**config.mk**
```make
export PLATFORM = sky130hd
export DESIGN_NAME = ifu_flat
export DESIGN_NICKNAME = d
export VERILOG_FILES = /design/src/rtl/ifu_pkg.sv /design/src/rtl/ifu_if.sv /design/src/rtl/ifu_fifo.sv /design/src/rtl/ifu.sv /design/src/flat_wrapper.sv
export SDC_FILE = /design/constraint.sdc
export NUM_CORES = 1
export LEC_CHECK = 0
export ABC_CLOCK_PERIOD_IN_PS = 4100
export BUFFER_PORTS_ARGS = -buffer_cell sky130_fd_sc_hd__clkbuf_2
export CAP_MARGIN = 20
export CORE_ASPECT_RATIO = 1.25
export CORE_UTILIZATION = 35
export CTS_CLUSTER_DIAMETER = 200
export DETAILED_ROUTE_END_ITERATION = 8
export GPL_ROUTABILITY_DRIVEN = 0
export PLACE_DENSITY = 0.54
export REMOVE_ABC_BUFFERS = 1
export SYNTH_ARGS = -nofsm -noshare
export SYNTH_HDL_FRONTEND = slang
export SYNTH_SLANG_ARGS = --single-unit
```
**constraint.sdc**
```tcl
create_clock -name clk -period 4.1 [get_ports clk]
set_clock_uncertainty 0.15 [all_clocks]
set_input_delay 0.205 -clock clk [delete_from_list [all_inputs] [get_ports clk]]
set_output_delay 0.205 -clock clk [all_outputs]
set_load 0.01 [all_outputs]
```
**src/rtl/ifu_pkg.sv**
```systemverilog
`timescale 1ns/1ps
`default_nettype none
// +----------------------------------------------------------------------------+
// | Module      : ifu_pkg                                                      |
// | Description : Shared types and constants for the instruction fetch unit:  |
// |               bus widths, NOP / zero-word encodings, queue entry layout    |
// |               and a word-alignment helper.                                 |
// | Revision    : 1.0 - initial release                                        |
// +----------------------------------------------------------------------------+
package ifu_pkg;

   localparam int c_inst_w = 32;
   localparam int c_addr_w = 32;

   typedef logic [c_inst_w-1:0] inst_t;
   typedef logic [c_addr_w-1:0] addr_t;

   localparam addr_t c_zero_word = '0;
   localparam inst_t c_inst_nop  = 32'h0000_0013;   // addi x0, x0, 0

   // Level constants for entry flags
   localparam logic c_set   = 1'b1;
   localparam logic c_clear = 1'b0;

   localparam int c_ifu_fifo_depth = 4;

   // One queue slot: fetch address, returned instruction, data-present flag
   typedef struct packed {
      addr_t addr;
      inst_t inst;
      logic  filled;
   } ifu_entry_t;

   // Force an address onto a 32-bit word boundary
   function automatic addr_t align_word(input addr_t a);
      return {a[c_addr_w-1:2], 2'b00};
   endfunction

endpackage

`default_nettype wire

```
**src/rtl/ifu_if.sv**
```systemverilog
`timescale 1ns/1ps
`default_nettype none
// +----------------------------------------------------------------------------+
// | Module      : ifu_if                                                       |
// | Description : Bundle of every non-clock signal around the fetch unit.     |
// |   ibus_req_valid/ready/addr : fetch request channel (ifu -> bus)           |
// |   ibus_rsp_valid/data       : in-order fetch response (bus -> ifu)         |
// |   redirect/redirect_addr    : taken branch / jump from ex                  |
// |   ready                     : decode can accept                            |
// |   valid/inst/instaddr       : instruction presented to if_id               |
// |   Modport master = ifu side, slave = bus + ex + decode side.              |
// | Revision    : 1.0 - initial release                                        |
// +----------------------------------------------------------------------------+
interface ifu_if;
   import ifu_pkg::*;

   logic  ibus_req_valid;
   logic  ibus_req_ready;
   addr_t ibus_req_addr;
   logic  ibus_rsp_valid;
   inst_t ibus_rsp_data;
   logic  redirect;
   addr_t redirect_addr;
   logic  ready;
   logic  valid;
   inst_t inst;
   addr_t instaddr;

   modport master (
      output ibus_req_valid, ibus_req_addr, valid, inst, instaddr,
      input  ibus_req_ready, ibus_rsp_valid, ibus_rsp_data,
             redirect, redirect_addr, ready
   );

   modport slave (
      input  ibus_req_valid, ibus_req_addr, valid, inst, instaddr,
      output ibus_req_ready, ibus_rsp_valid, ibus_rsp_data,
             redirect, redirect_addr, ready
   );

endinterface

`default_nettype wire

```
**src/rtl/ifu_fifo.sv**
```systemverilog
`timescale 1ns/1ps
`default_nettype none
// +----------------------------------------------------------------------------+
// | Module      : ifu_fifo                                                     |
// | Description : Address-tagged instruction queue with three pointers:       |
// |               wr (allocate on request), fill (in-order response) and      |
// |               rd (pop to decode). Pointers carry one extra wrap bit.      |
// |   clk, rstn           : clock, async active-low reset                      |
// |   flush               : drop every entry, pointers to zero                 |
// |   alloc, alloc_addr   : reserve slot at wr for a newly issued fetch        |
// |   fill, fill_data     : write response into slot at fill                   |
// |   pop                 : release slot at rd                                 |
// |   count, unfilled     : wr-rd and wr-fill                                  |
// |   head_*              : contents of slot at rd                             |
// |   head_at_fill        : head is the slot that the next response fills      |
// | Revision    : 1.0 - initial release                                        |
// +----------------------------------------------------------------------------+
module ifu_fifo
   import ifu_pkg::*;
#(
   parameter int DEPTH = c_ifu_fifo_depth
)(
   input  wire logic                   clk,
   input  wire logic                   rstn,
   input  wire logic                   flush,
   input  wire logic                   alloc,
   input  wire addr_t                  alloc_addr,
   input  wire logic                   fill,
   input  wire inst_t                  fill_data,
   input  wire logic                   pop,
   output logic [$clog2(DEPTH):0]      count,
   output logic [$clog2(DEPTH):0]      unfilled,
   output logic                        head_filled,
   output addr_t                       head_addr,
   output inst_t                       head_inst,
   output logic                        head_at_fill
);

   localparam int IW = $clog2(DEPTH);
   localparam int PW = IW + 1;

   logic [PW-1:0] r_wr;
   logic [PW-1:0] r_fill;
   logic [PW-1:0] r_rd;
   ifu_entry_t    r_q [DEPTH];
   logic          w_fill_write;

   assign count        = r_wr - r_rd;
   assign unfilled     = r_wr - r_fill;
   assign head_at_fill = (r_rd == r_fill) && (count != '0);
   assign head_filled  = r_q[r_rd[IW-1:0]].filled;
   assign head_addr    = r_q[r_rd[IW-1:0]].addr;
   assign head_inst    = r_q[r_rd[IW-1:0]].inst;

   // A fill that pops in the same cycle went straight to decode; the slot is
   // released, so writing it would only leave a stale filled flag behind.
   assign w_fill_write = fill && !(pop && head_at_fill);

   always_ff @(posedge clk or negedge rstn) begin
      if (!rstn) begin
         r_wr   <= '0;
         r_fill <= '0;
         r_rd   <= '0;
         for (int i = 0; i < DEPTH; i++) begin
            r_q[i] <= '0;
         end
      end else if (flush) begin
         r_wr   <= '0;
         r_fill <= '0;
         r_rd   <= '0;
         for (int i = 0; i < DEPTH; i++) begin
            r_q[i].filled <= c_clear;
         end
      end else begin
         // alloc and fill never target the same slot: that would need the
         // queue full (no alloc) or nothing outstanding (no legal fill).
         if (alloc) begin
            r_q[r_wr[IW-1:0]].addr   <= alloc_addr;
            r_q[r_wr[IW-1:0]].filled <= c_clear;
            r_wr                     <= r_wr + PW'(1);
         end
         if (fill) begin
            if (w_fill_write) begin
               r_q[r_fill[IW-1:0]].inst   <= fill_data;
               r_q[r_fill[IW-1:0]].filled <= c_set;
            end
            r_fill <= r_fill + PW'(1);
         end
         if (pop) begin
            r_rd <= r_rd + PW'(1);
         end
      end
   end

endmodule

`default_nettype wire

```
**src/rtl/ifu.sv**
```systemverilog
`timescale 1ns/1ps
`default_nettype none
// +----------------------------------------------------------------------------+
// | Module      : ifu                                                          |
// | Description : Instruction fetch unit. Holds the PC, issues in-order word  |
// |               fetches, queues tagged responses and hands one instruction  |
// |               per cycle to decode. A redirect flushes wrong-path state;   |
// |               responses still in flight are counted and discarded.        |
// |   clk, rstn : clock, asynchronous active-low reset                         |
// |   ifc       : ifu_if.master (instruction bus, redirect, decode handshake)  |
// |   Build option IFU_BYPASS_EN: a response that lands on the empty head     |
// |   slot is presented to decode in the same cycle.                          |
// | Revision    : 1.0 - initial release                                        |
// +----------------------------------------------------------------------------+
module ifu
   import ifu_pkg::*;
#(
   parameter int    FIFO_DEPTH = c_ifu_fifo_depth,
   parameter addr_t RESET_PC   = 32'h0000_0000
)(
   input  wire logic clk,
   input  wire logic rstn,
   ifu_if.master     ifc
);

   localparam int PW = $clog2(FIFO_DEPTH) + 1;
   // Headroom for stale responses piling up across back-to-back redirects
   localparam int DW = PW + 4;

   addr_t         r_pc;
   logic [DW-1:0] r_drop_cnt;

   logic [PW-1:0] w_count;
   logic [PW-1:0] w_unfilled;
   logic          w_head_filled;
   addr_t         w_head_addr;
   inst_t         w_head_inst;
   logic          w_head_at_fill;

   logic          w_full;
   logic          w_req_valid;
   logic          w_req_fire;
   logic          w_rsp_drop;
   logic          w_rsp_live;
   logic          w_fill;
   logic          w_head_valid;
   logic          w_bypass;
   logic          w_valid;
   logic          w_pop;

   // ---------------- request issue ----------------
   assign w_full      = (w_count == PW'(FIFO_DEPTH));
   // rstn gating keeps the request low while reset is held
   assign w_req_valid = rstn && !w_full && !ifc.redirect;
   assign w_req_fire  = w_req_valid && ifc.ibus_req_ready;

   assign ifc.ibus_req_valid = w_req_valid;
   assign ifc.ibus_req_addr  = r_pc;

   // ---------------- response path ----------------
   assign w_rsp_drop = ifc.ibus_rsp_valid && (r_drop_cnt != '0);
   assign w_rsp_live = ifc.ibus_rsp_valid && (r_drop_cnt == '0);
   assign w_fill     = w_rsp_live && !ifc.redirect;

   // ---------------- decode side ----------------
   assign w_head_valid = w_head_filled && (w_count != '0) && !ifc.redirect;

`ifdef IFU_BYPASS_EN
   assign w_bypass = w_head_at_fill && w_rsp_live && !ifc.redirect;
`else
   assign w_bypass = 1'b0;
`endif

   assign w_valid = w_head_valid || w_bypass;
   assign w_pop   = w_valid && ifc.ready;

   assign ifc.valid    = w_valid;
   assign ifc.inst     = !w_valid ? c_inst_nop  :
                         w_bypass ? ifc.ibus_rsp_data : w_head_inst;
   assign ifc.instaddr = w_valid  ? w_head_addr : c_zero_word;

   // ---------------- PC and stale-response counter ----------------
   always_ff @(posedge clk or negedge rstn) begin
      if (!rstn) begin
         r_pc       <= RESET_PC;
         r_drop_cnt <= '0;
      end else if (ifc.redirect) begin
         r_pc <= align_word(ifc.redirect_addr);
         // Every allocated-but-unfilled slot still has a response coming.
         // A response arriving now is swallowed by the flush either way.
         r_drop_cnt <= r_drop_cnt + DW'(w_unfilled) - DW'(ifc.ibus_rsp_valid);
      end else begin
         if (w_req_fire) begin
            r_pc <= r_pc + 32'd4;
         end
         if (w_rsp_drop) begin
            r_drop_cnt <= r_drop_cnt - DW'(1);
         end
      end
   end

   ifu_fifo #(
      .DEPTH        (FIFO_DEPTH)
   ) u_fifo (
      .clk          (clk),
      .rstn         (rstn),
      .flush        (ifc.redirect),
      .alloc        (w_req_fire),
      .alloc_addr   (r_pc),
      .fill         (w_fill),
      .fill_data    (ifc.ibus_rsp_data),
      .pop          (w_pop),
      .count        (w_count),
      .unfilled     (w_unfilled),
      .head_filled  (w_head_filled),
      .head_addr    (w_head_addr),
      .head_inst    (w_head_inst),
      .head_at_fill (w_head_at_fill)
   );

   // A response must belong to an outstanding fetch: live or stale
   a_rsp_expected: assert property (@(posedge clk) disable iff (!rstn)
      ifc.ibus_rsp_valid |-> ((r_drop_cnt != '0) || (w_unfilled != '0)));

   // Only the bypass may pop a slot that has not received its data
   a_pop_filled: assert property (@(posedge clk) disable iff (!rstn)
      (w_pop && w_head_at_fill) |-> w_bypass);

endmodule

`default_nettype wire

```
**src/flat_wrapper.sv**
```systemverilog
// flat-port wrapper written by rule: the top's interface ports become plain ports
module ifu_flat import ifu_pkg::*;
#(
   parameter int    FIFO_DEPTH = c_ifu_fifo_depth,
   parameter addr_t RESET_PC   = 32'h0000_0000
)
  (clk, rstn, ifc_ibus_req_valid, ifc_ibus_req_addr, ifc_valid, ifc_inst, ifc_instaddr, ifc_ibus_req_ready, ifc_ibus_rsp_valid, ifc_ibus_rsp_data, ifc_redirect, ifc_redirect_addr, ifc_ready);
  ifu_if ifc_i ();
  input  wire logic clk;
  input  wire logic rstn;
  output wire logic [$bits(ifc_i.ibus_req_valid)-1:0] ifc_ibus_req_valid;
  output wire logic [$bits(ifc_i.ibus_req_addr)-1:0] ifc_ibus_req_addr;
  output wire logic [$bits(ifc_i.valid)-1:0] ifc_valid;
  output wire logic [$bits(ifc_i.inst)-1:0] ifc_inst;
  output wire logic [$bits(ifc_i.instaddr)-1:0] ifc_instaddr;
  input wire logic [$bits(ifc_i.ibus_req_ready)-1:0] ifc_ibus_req_ready;
  input wire logic [$bits(ifc_i.ibus_rsp_valid)-1:0] ifc_ibus_rsp_valid;
  input wire logic [$bits(ifc_i.ibus_rsp_data)-1:0] ifc_ibus_rsp_data;
  input wire logic [$bits(ifc_i.redirect)-1:0] ifc_redirect;
  input wire logic [$bits(ifc_i.redirect_addr)-1:0] ifc_redirect_addr;
  input wire logic [$bits(ifc_i.ready)-1:0] ifc_ready;
  assign ifc_ibus_req_valid = ifc_i.ibus_req_valid;
  assign ifc_ibus_req_addr = ifc_i.ibus_req_addr;
  assign ifc_valid = ifc_i.valid;
  assign ifc_inst = ifc_i.inst;
  assign ifc_instaddr = ifc_i.instaddr;
  assign ifc_i.ibus_req_ready = ifc_ibus_req_ready;
  assign ifc_i.ibus_rsp_valid = ifc_ibus_rsp_valid;
  assign ifc_i.ibus_rsp_data = ifc_ibus_rsp_data;
  assign ifc_i.redirect = ifc_redirect;
  assign ifc_i.redirect_addr = ifc_redirect_addr;
  assign ifc_i.ready = ifc_ready;
  ifu #(.FIFO_DEPTH(FIFO_DEPTH), .RESET_PC(RESET_PC)) u_core (.clk(clk), .rstn(rstn), .ifc(ifc_i));
endmodule
```
; ---- After elaboration in Yosys (flattened, before gate mapping)
; Cells that the tools add are included.
[totals]
ram_bits = 0
elab_cells = 95
latchBits = 0
output_inout_bits = 98
inputBits = 70
romBits = 0
regBits = 308
memories = 0
[op_classes]
mux = 35
reduce_logical = 24
n_lt_le_gt_ge = 5
div_mod_pow = 0
n_mul = 0
bitwise_logic = 3
shift = 0
eq_ne = 2
add_sub_neg = 9
[ops]
columns = op, count
row1 = $bwmux W260, 4
row2 = $mux W260, 4
row3 = $demux W65 S2, 4
row4 = $mux W65, 3
row5 = $bmux W65 S2, 1
row6 = $mux W32, 4
row7 = $mux W33, 1
row8 = $add A32 B3 Y32 const B, 1
row9 = $mux W3, 6
row10 = $logic_and A1 B1 Y1, 14
row11 = $mux W7, 2
row12 = $add A3 B1 Y3 const B, 3
row13 = $ge A3 B3 Y1 const B, 3
row14 = $not A2 Y3, 3
row15 = $reduce_bool A2 Y1, 4
row16 = $add A7 B3 Y7, 1
row17 = $logic_not A7 Y1, 1
row18 = $reduce_bool A7 Y1, 1
row19 = $sub A7 B1 Y7, 1
row20 = $sub A7 B1 Y7 const B, 1
row21 = $lt A3 B1 Y1 const B, 2
row22 = $mux W1, 6
row23 = $sub A3 B3 Y3, 2
row24 = $eq A3 B3 Y1, 1
row25 = other kinds (3), 5

; ---- Logic depth before layout (Yosys ltp)
; Gate-level depths: netlist (run 1).
[logic_depth]
word_depth = 14
mapped_depth = 13
mapped_depth_nobuf = 13

; ---- Cells and area by module
; A second synthesis (run 1) with hierarchy kept.
[hier_totals]
cells_unflattened = 1074
hier_area_um2 = 14931.8
[by_module_without_submodules]
columns = mod, seq_area_each_um2, area_per_inst_um2, cells_each, n_inst
row1 = ifu_fifo, 6731.5, 11848.9, 704, 1
row2 = ifu, 925.9, 3083.0, 370, 1

; ---- Least setup slack after synthesis (run 1)
; No wires, ideal clock.
[synth_timing]
kind = register to register
start = register u_core.u_fifo.r_wr[0]
end = register u_core.r_drop_cnt[6]
required_ps = 3827
n_path_buf = 0
synth_period_minus_slack_ps = 3235
setup_slack_ps = 865
arrival_ps = 2962
stages_incl_launch_ff = 14
setup_ps = 123
path_cell_list = dfrtp_1 inv_1 ha_1 inv_1 fa_1 inv_1 ha_1 inv_1 fa_1 a21o_1 a2111oi_0 xnor2_1 a21oi_1 xnor2_1
[synth_via]
elab_chain_cells = 4
[synth_lines]
columns = item, line_no
row1 = "start, declared", ifu_fifo.sv:42  ; logic [PW-1:0] r_wr;
row2 = "start signal, assigned", ifu_fifo.sv:80  ; r_wr <= r_wr + PW'(1);
row3 = $sub A3 B3 Y3, ifu_fifo.sv:49  ; assign unfilled = r_wr - r_fill;
row4 = $add A7 B3 Y7, ifu.sv:91  ; r_drop_cnt <= r_drop_cnt + DW'(w_unfilled) - DW'(ifc.ibus_rsp_valid);
row5 = $sub A7 B1 Y7, ifu.sv:91
row6 = $mux W7, ifu.sv:87  ; end else if (ifc.redirect) begin
row7 = "end signal, assigned", ifu.sv:91
row8 = "end signal, assigned", ifu.sv:97  ; r_drop_cnt <= r_drop_cnt - DW'(1);
row9 = "end, declared", ifu.sv:31  ; logic [DW-1:0] r_drop_cnt;
; No other way between the ends.
; A chain may end at the register's enable or synchronous reset.

; ---- Worst setup path in the final report (run 1)
[layout_timing]
start = register u_core.u_fifo.r_rd[1]
end = output ifc_instaddr[9]
[layout_via]
elab_chain_cells = 7
elab_cells_between_ends = 9
classes_between = add/sub: 1 / mux: 4 / bitwise: 1 / reduce/logical: 3
[layout_lines]
columns = item, line_no
row1 = "start, declared", ifu_fifo.sv:44  ; logic [PW-1:0] r_rd;
row2 = "start signal, assigned", ifu_fifo.sv:90  ; r_rd <= r_rd + PW'(1);
row3 = branches (longest 6 deep; another with $sub A3 B3 Y3), -
row4 = $mux W32 (*), ifu.sv:80  ; assign ifc.instaddr = w_valid ? w_head_addr : c_zero_word;
row5 = "end, declared", flat_wrapper.sv:15  ; output wire logic [$bits(ifc_i.instaddr)-1:0] ifc_instaddr;
; Every way passes the cells marked *. The select of a mux whose other input is x is not followed.

==> results of run 1 <==
state kept, by name, summed over array words and instances, names as in the netlist:
| name | count |
|---|---|
| u_core.ifc.ibus_req_addr | 30 |
| u_core.u_fifo.r_rd | 3 |
| u_core.u_fifo.r_wr | 3 |
| u_core.u_fifo.r_fill | 3 |
| u_core.u_fifo.r_q | 252 |
| u_core.r_drop_cnt | 7 |
worst register-to-register path: cells and delay by family, from the launching register on:
family | cells | cell delay, ns
flip-flops | 1 | 0.42
XOR/XNOR | 2 | 0.34
buffers and inverters | 4 | 0.30
adder cells (fa/ha/maj) | 4 | 1.35
AO/OA/AOI/OAI | 3 | 0.76
metrics by stage:
step,utilization,cells,TNS (ns)
finish,0.4302,1863,0
global route,0.4302,1863,0
CTS,0.4289,1861,0
floorplan,-,1006,-338.49
detailed placement,0.3874,1742,0
global placement,0.3874,1742,0
where the power goes:
group	internal, W	total, W	switching, W	leakage (nW)
Sequential	0.00327	0.00349	0.000222	3.98
Clock	0.00176	0.00292	0.00115	0.532
Combinational	0.000688	0.00128	0.000592	3.80
logic make-up (layout without fill, tap and decap cells):
kind of cell | Yosys count | in the layout | share of synthesized area
XOR/XNOR | 24 | 24 | 0.01726
other | 1 | 4 | 0.0002536
adder cells (fa/ha/maj) | 29 | 29 | 0.02556
AND/OR/NAND/NOR | 217 | 217 | 0.07972
buffers and inverters | 111 | 336 | 0.04121
flip-flops | 298 | 298 | 0.5044
AO/OA/AOI/OAI | 94 | 94 | 0.04637
multiplexers | 309 | 309 | 0.2853
cell usage in the layout (no fill, tap or decap), types with 4 or more instances in the layout:
master | synthesis | layout
buf_4 | 5 | 22
nor3_1 | 5 | 5
o21ai_0 | 20 | 20
nor4_1 | 7 | 7
xnor2_1 | 13 | 13
mux2i_1 | 4 | 4
nand4_1 | 6 | 6
mux2_4 | 9 | 9
nor2_1 | 17 | 17
ha_1 | 27 | 27
mux2_1 | 122 | 122
or4_1 | 4 | 4
o311ai_0 | 12 | 12
dlygate4sd3_1 | 0 | 63
nand3_1 | 19 | 19
clkbuf_2 | 1 | 160
or3_1 | 10 | 10
a21oi_1 | 6 | 6
clkbuf_8 | 0 | 11
and3_2 | 0 | 4
nand2_1 | 60 | 60
clkbuf_1 | 32 | 4
xor2_1 | 8 | 8
clkinv_2 | 0 | 5
o211ai_1 | 19 | 19
mux2_2 | 111 | 111
a31oi_1 | 5 | 5
conb_1 | 1 | 4
mux4_2 | 63 | 63
a211o_1 | 4 | 4
dfrtp_1 | 298 | 296
inv_1 | 31 | 31
clkbuf_16 | 0 | 31
nor2b_1 | 62 | 62
area by class of cell:
| cell class | instances | area (µm²) | area share |
|---|---|---|---|
| inverter | 31 | 116.4 | 0.006544 |
| clock buffer | 46 | 942.2 | 0.05298 |
| clock inverter | 9 | 123.9 | 0.006966 |
| multi-input combinational | 677 | 6738 | 0.3789 |
| tap | 552 | 690.7 | 0.03884 |
| sequential | 298 | 7465 | 0.4198 |
| timing repair buffer | 250 | 1707 | 0.09598 |
metal layers:
metal | GRT usage | up-vias | part of all wire
li1 | - | 4339 | -
met1 | 0.2357 | 4941 | 0.44
met2 | 0.2857 | 174 | 0.50
met3 | 0.02321 | 38 | 0.040
met4 | 0.04764 | 0 | 0.019
met5 | 0 | - | 0
path summary, 6_finish.rpt:
| check | startpoint | slack [ns] | cells past startpoint | to |
|---|---|---|---|---|
| max | u_core.u_fifo.r_rd[1] | 0.43 | 9 | ifc_instaddr[9] |
| min | rstn | 0.06 | 3 | u_core.u_fifo.r_q[60] |
| max reg2reg | u_core.u_fifo.r_wr[0] | 0.67 | 13 | u_core.r_drop_cnt[6] |
| min reg2reg | u_core.r_drop_cnt[6] | 0.33 | 1 | u_core.r_drop_cnt[6] |
| max in group asynchronous | rstn | 2.41 | 5 | u_core.u_fifo.r_q[250] |
| min in group clk | ifc_ibus_rsp_valid | 0.08 | 4 | u_core.u_fifo.r_fill[0] |
==> results.md, run 1 <==
* Outcome: finished clean
* Post-synth EDFFs at 0
* Mapped Cells at 1083
* Slew headroom at 0.2847
* Setup ws final at 0.4346 ns
* Core ar. at 0.04133 mm²
* Drt total wl at 36270 µm
* CTS sink cnt at 298
* WHS at 0.05944 ns
* Max-slew violation count at 0
* CTS root buf: clkbuf_16
* Fin area at 0.01778 mm²
* Req. time, crit path at 3.74 ns
* Crit Path Category: reg -> out
* Detailed-route DRC error count at 0
* Max Root-Sink Buffers at 3
* Ant. Diodes at 0
* Synth top area share at 0.5044
* # Max-Cap Violations at 0
* Synth top cells by count: dfrtp_1, mux2_1, mux2_2
* Slowest cell on the critical path: dfrtp_4
* PwrDens at 432.3 mW/mm²
* Crit path max-delay family: simple AND/OR/NAND/NOR gates
* Syn_area_per_cell at 13.65 µm²
* Final Hold Vio Count at 0
* Post_cts resized at 0
* Total power at 0.007687 W
* Final Cycle Share at 0.8940
* DR iter-0 viols at 431
* Mapped Area at 0.01479 mm²
* Count of input and output buffers at 161
* Fin crit period at 3.665 ns
* ANT nets after route at 0
* Largest net degree at the start of global routing at 78
* Chip Height at 231.8 µm
* Flops & latches, synth at 298
* RSZ-0062 raised after global routing: false
* Number of fill cells at 3928
* Final setup fails at 0
* Share of cells above drive strength 1 at 0.3364
* CTS tree: yes
* Post-synth ARST share at 1.000
* Vias per cell at 5.095
* Worst-margin pin slew at 1.063 ns
* Initial antenna violation count at 0
* Worst EP arrival at 3.31 ns
* CP Capture Type: output pin
* Dpl ws at 0.6460 ns
* Startpoint types: flop
* Top cells by area, synth: dfrtp_1, mux4_2, mux2_1
* Register area share after synthesis at 0.5044
* Dpl hpwl at 22910 µm
* Cell variety after synth at 67
* DR WL/cell at 19.47 µm
* Postcts setup bufs at 0
* Initial Util at 0.3577
* Critical path, cell by cell: inv_1, ha_1, and2b_1, xnor2_2, o21ai_0, nand2b_2, buf_4, nor2b_1, clkbuf_2
* Drt pass-1 iters at 5
* Hold-fix buffers, CTS at 64
* Placed Area at 0.01601 mm²
* Hold Path Class: in -> async
* Syn. warnings at 0
* Vias at 9492
* CP bufs+invs at 3
* GRT overflow at 0
* Fmax at 272.8 MHz
* Die area at 0.04308 mm²
* Clock transition at the registers of the reported paths at 0.06 ns
* Vias in the first global route at 9872
* Number of buffers created by CTS at 31
* Layout area overhead at 20.27%
* Largest area contributor in the netlist: dfrtp_1
* FP Rows at 83
* Peak VDD IR at 321.5 µV
* # nets final at 1388
* P_leak at 8.313 nW
* Die X-Extent at 185.8 µm
* # IOs at 168
* Clk_lat worst skew at 0.56 ns
* All-Layer GR Usage at 0.1726
* Top-count cell post-synth: dfrtp_1
* CTS H-tree lvls at 1
* First-pass GRT wire length at 57360 µm
* Primary FF master, synth: dfrtp_1
* Slowest cell delay on critical path at 0.64 ns
* Crit path max fanout at 30
Power figures use the tool's default switching activity.
==> inputs of run 2 (changes only) <==
--- a/config.mk
+++ b/config.mk
@@ -9,11 +9,11 @@
 export BUFFER_PORTS_ARGS = -buffer_cell sky130_fd_sc_hd__clkbuf_2
 export CAP_MARGIN = 20
 export CORE_ASPECT_RATIO = 1.25
-export CORE_UTILIZATION = 35
+export CORE_UTILIZATION = 59
 export CTS_CLUSTER_DIAMETER = 200
 export DETAILED_ROUTE_END_ITERATION = 8
 export GPL_ROUTABILITY_DRIVEN = 0
-export PLACE_DENSITY = 0.54
+export PLACE_DENSITY = 0.82
 export REMOVE_ABC_BUFFERS = 1
 export SYNTH_ARGS = -nofsm -noshare
 export SYNTH_HDL_FRONTEND = slang
==> run 2 against run 1 <==
- clock power is 4% lower
- first-iteration DRC count increased by 11%
- critical path depth decreased by 1
- wire length fell by 8.7%
- hold slack got worse by 0.015 ns
- die area shrank 40%
- cell area is 2.0% lower
- global-route usage grew 9.4 points
- flip-flop and latch count did not move
- sequential share of layout area grew 0.85 points
- combinational power hardly changed
- via count increased by 1.6%
- largest cell class unchanged
==> results.md, run 2 (synthesized netlist as in run 1, its figures left out) <==
* First-pass GRT wire length at 52660 µm (was 57360 µm)
* Share of cells above drive strength 1 at 0.3305 (was 0.3364)
* Startpoint types: flop (unchanged)
* Largest net degree at the start of global routing at 80 (was 78)
* CTS tree: yes (unchanged)
* Most common cell after layout, fill and taps aside: dfrtp_1 (unchanged)
* Worst-margin pin slew at 1.015 ns (was 1.063 ns)
* Chip Height at 179.0 µm (was 231.8 µm)
* Crit Path Category: reg -> out (unchanged)
* Count of input and output buffers at 161 (unchanged)
* # IOs at 168 (unchanged)
* Flop pwr share at 0.460 (was 0.454)
* CP Capture Type: output pin (unchanged)
* Worst r2r src: u_core.u_fifo.r_wr[0] (unchanged)
* Psw at 0.001940 W (was 0.001968 W)
* Final Util at 0.7111 (was 0.4302)
* Max Root-Sink Buffers at 3 (unchanged)
* Slowest cell delay on critical path at 0.52 ns (was 0.64 ns)
* Die area at 0.02570 mm² (was 0.04308 mm²)
* Peak VDD IR at 379.4 µV (was 321.5 µV)
* Drt total wl at 33100 µm (was 36270 µm)
* All-Layer GR Usage at 0.2669 (was 0.1726)
* Outcome: finished clean (unchanged)
* Final Hold Vio Count at 0 (unchanged)
* ANT nets after route at 0 (unchanged)
* Clock Power Share at 0.369 (was 0.379)
* Drt pass-1 iters at 5 (unchanged)
* P_leak at 8.280 nW (was 8.313 nW)
* Crit path max fanout at 45 (was 30)
* Clock transition at the registers of the reported paths at 0.07 ns (was 0.06 ns)
* Reg2Reg Depth at 13 (unchanged)
* # Max-Cap Violations at 0 (unchanged)
* Final Cycle Share at 0.9008 (was 0.8940)
* Final setup fails at 0 (unchanged)
* Most frequent cells in the layout: dfrtp_1, clkbuf_2, mux2_1 (unchanged)
* Worst reg2reg setup slack at 0.59 ns (was 0.67 ns)
* Die X-Extent at 143.6 µm (was 185.8 µm)
* Layout area overhead at 17.85% (was 20.27%)
* Sw Share at 0.2554 (was 0.2560)
* Fin crit period at 3.693 ns (was 3.665 ns)
* Crit path max-delay family: simple AND/OR/NAND/NOR gates (unchanged)
* Core ar. at 0.02450 mm² (was 0.04133 mm²)
* Internal cell power at 0.005656 W (was 0.005719 W)
* Vias at 9648 (was 9492)
* Critical path, cell by cell: inv_1, ha_1, nand2_1, o21ai_0, nand2b_2, buf_12, nor2b_1, clkbuf_2 (was inv_1, ha_1, and2b_1, xnor2_2, o21ai_0, nand2b_2, buf_4, nor2b_1, clkbuf_2)
* Initial antenna violation count at 1 (was 0)
* CTS sink cnt at 298 (unchanged)
* Postcts setup bufs at 0 (unchanged)
* CTS H-tree lvls at 1 (unchanged)
* Hold Path Class: in -> reg (was in -> async)
* RSZ-0062 raised after global routing: false (unchanged)
* R2r endpoint: u_core.r_drop_cnt[6] (unchanged)
* Clk_lat worst skew at 0.54 ns (was 0.56 ns)
* Worst hold start: ifc_ibus_rsp_valid
* Total power at 0.007597 W (was 0.007687 W)
* DR iter-0 viols at 477 (was 431)
* Max-slew violation count at 0 (unchanged)
* Power share of the combinational group at 0.170 (was 0.167)
* Worst EP arrival at 3.34 ns (was 3.31 ns)
* Req. time, crit path at 3.74 ns (about the same)
* CP bufs+invs at 3 (unchanged)
* Detailed-route DRC error count at 0 (unchanged)
* GRT overflow at 0 (unchanged)
* Non-Filler Instances at 1638 (was 1863)
* Hold worst-path end: u_core.u_fifo.r_fill[0]
* Number of buffers created by CTS at 29 (was 31)
* CTS root buf: clkbuf_16 (unchanged)
* WHS at 0.04406 ns (was 0.05944 ns)
* Largest register FFs at 252 (unchanged)
* Vias in the first global route at 9810 (was 9872)
* FP Rows at 64 (was 83)
* PwrDens at 436.0 mW/mm² (was 432.3 mW/mm²)
* Initial Util at 0.6034 (was 0.3577)
* Dpl hpwl at 20350 µm (was 22910 µm)
* Placed cell count at 1519 (was 1742)
* Top reg by flops: u_core.u_fifo.r_q (unchanged)
* # nets final at 1386 (was 1388)
* Setup TNS at 0 ns (unchanged)
* Slew headroom at 0.3209 (was 0.2847)
* Fmax at 270.8 MHz (was 272.8 MHz)
* Slowest cell on the critical path: o21ai_0 (was dfrtp_4)
* Vias per cell at 5.890 (was 5.095)
* DR WL/cell at 20.21 µm (was 19.47 µm)
* Hold path depth at 4
-- run 2: cell types whose count changed in the layout (fill, tap and decap cells not counted), moves of 2 or more --
cell / delta
dlygate4sd3_1: +2
clkbuf_8: -2
and3_1: +3
and3_2: -3
clkbuf_16: -2
-- run 2: worst max path at each step --
stage | from | endpoint | slack [ns] | cells past startpoint
6_report | u_core.u_fifo.r_wr[0] | ifc_instaddr[9] | 0.41 | 8
5_1_grt | u_core.u_fifo.r_wr[0] | ifc_instaddr[9] | 0.19 | 8
4_1_cts | u_core.u_fifo.r_wr[0] | ifc_instaddr[9] | 0.45 | 8
3_5_place_dp | u_core.u_fifo.r_wr[0] | u_core.r_drop_cnt[6] | 0.59 | 13
3_3_place_gp | u_core.u_fifo.r_wr[0] | u_core.r_drop_cnt[6] | 0.62 | 13
2_1_floorplan | u_core.u_fifo.r_rd[0] | u_core.u_fifo.r_q[35] | -1.69 | 5
-- run 2: stage by stage --
step           worst slack (ns)  instance area [µm²]
2_1_floorplan            -1.688                14300
3_3_place_gp             0.6154                15720
3_5_place_dp             0.5910                15720
4_1_cts                  0.4524                17380
5_1_grt                  0.1924                17420
6_report                 0.4068                17420
-- run 2: worst register-to-register path: stages (launching register included) --
cell and delay, ns:
dfrtp_1 0.43, inv_1 0.16, ha_1 0.17, inv_1 0.05
fa_1 0.48, inv_1 0.05, ha_1 0.26, inv_1 0.07
fa_1 0.46, a21o_1 0.21, a2111oi_0 0.49, xnor2_1 0.18
a21oi_1 0.09, xnor2_1 0.14
-- run 2: per-layer routing --
metal	track usage	vias to the layer above	wire [µm]
met5	0	-	0
met4	0.09486	0	828
met3	0.03259	56	1495
met2	0.4446	279	17030
met1	0.3626	4966	13750
li1	-	4347	-
-- run 2: power by group through the flow --
stage          combinational, W  sequential (W)  clock (W)
2_1_floorplan          0.000888         0.00348          0
3_3_place_gp            0.00118         0.00352          0
3_5_place_dp            0.00123         0.00354          0
4_1_cts                 0.00130         0.00349    0.00285
5_1_grt                 0.00143         0.00354    0.00296
6_report                0.00129         0.00350    0.00281
-- run 2: final cells by class --
cell class / count / area, µm²
sequential: 298 / 7462
fill: 1626 / 7079
multi-input combinational: 677 / 6734
timing repair buffer: 250 / 1687
clock buffer: 42 / 864.6
tap: 330 / 412.9
clock inverter: 9 / 145.1
inverter: 31 / 116.4
antenna: 1 / 2.502
-- run 2: timing repair --
item / 4_1_cts / 5_1_grt
hold buffers: 65 / 0
gates resized for setup: 0 / 0
endpoints found under the hold margin: 331 / 0
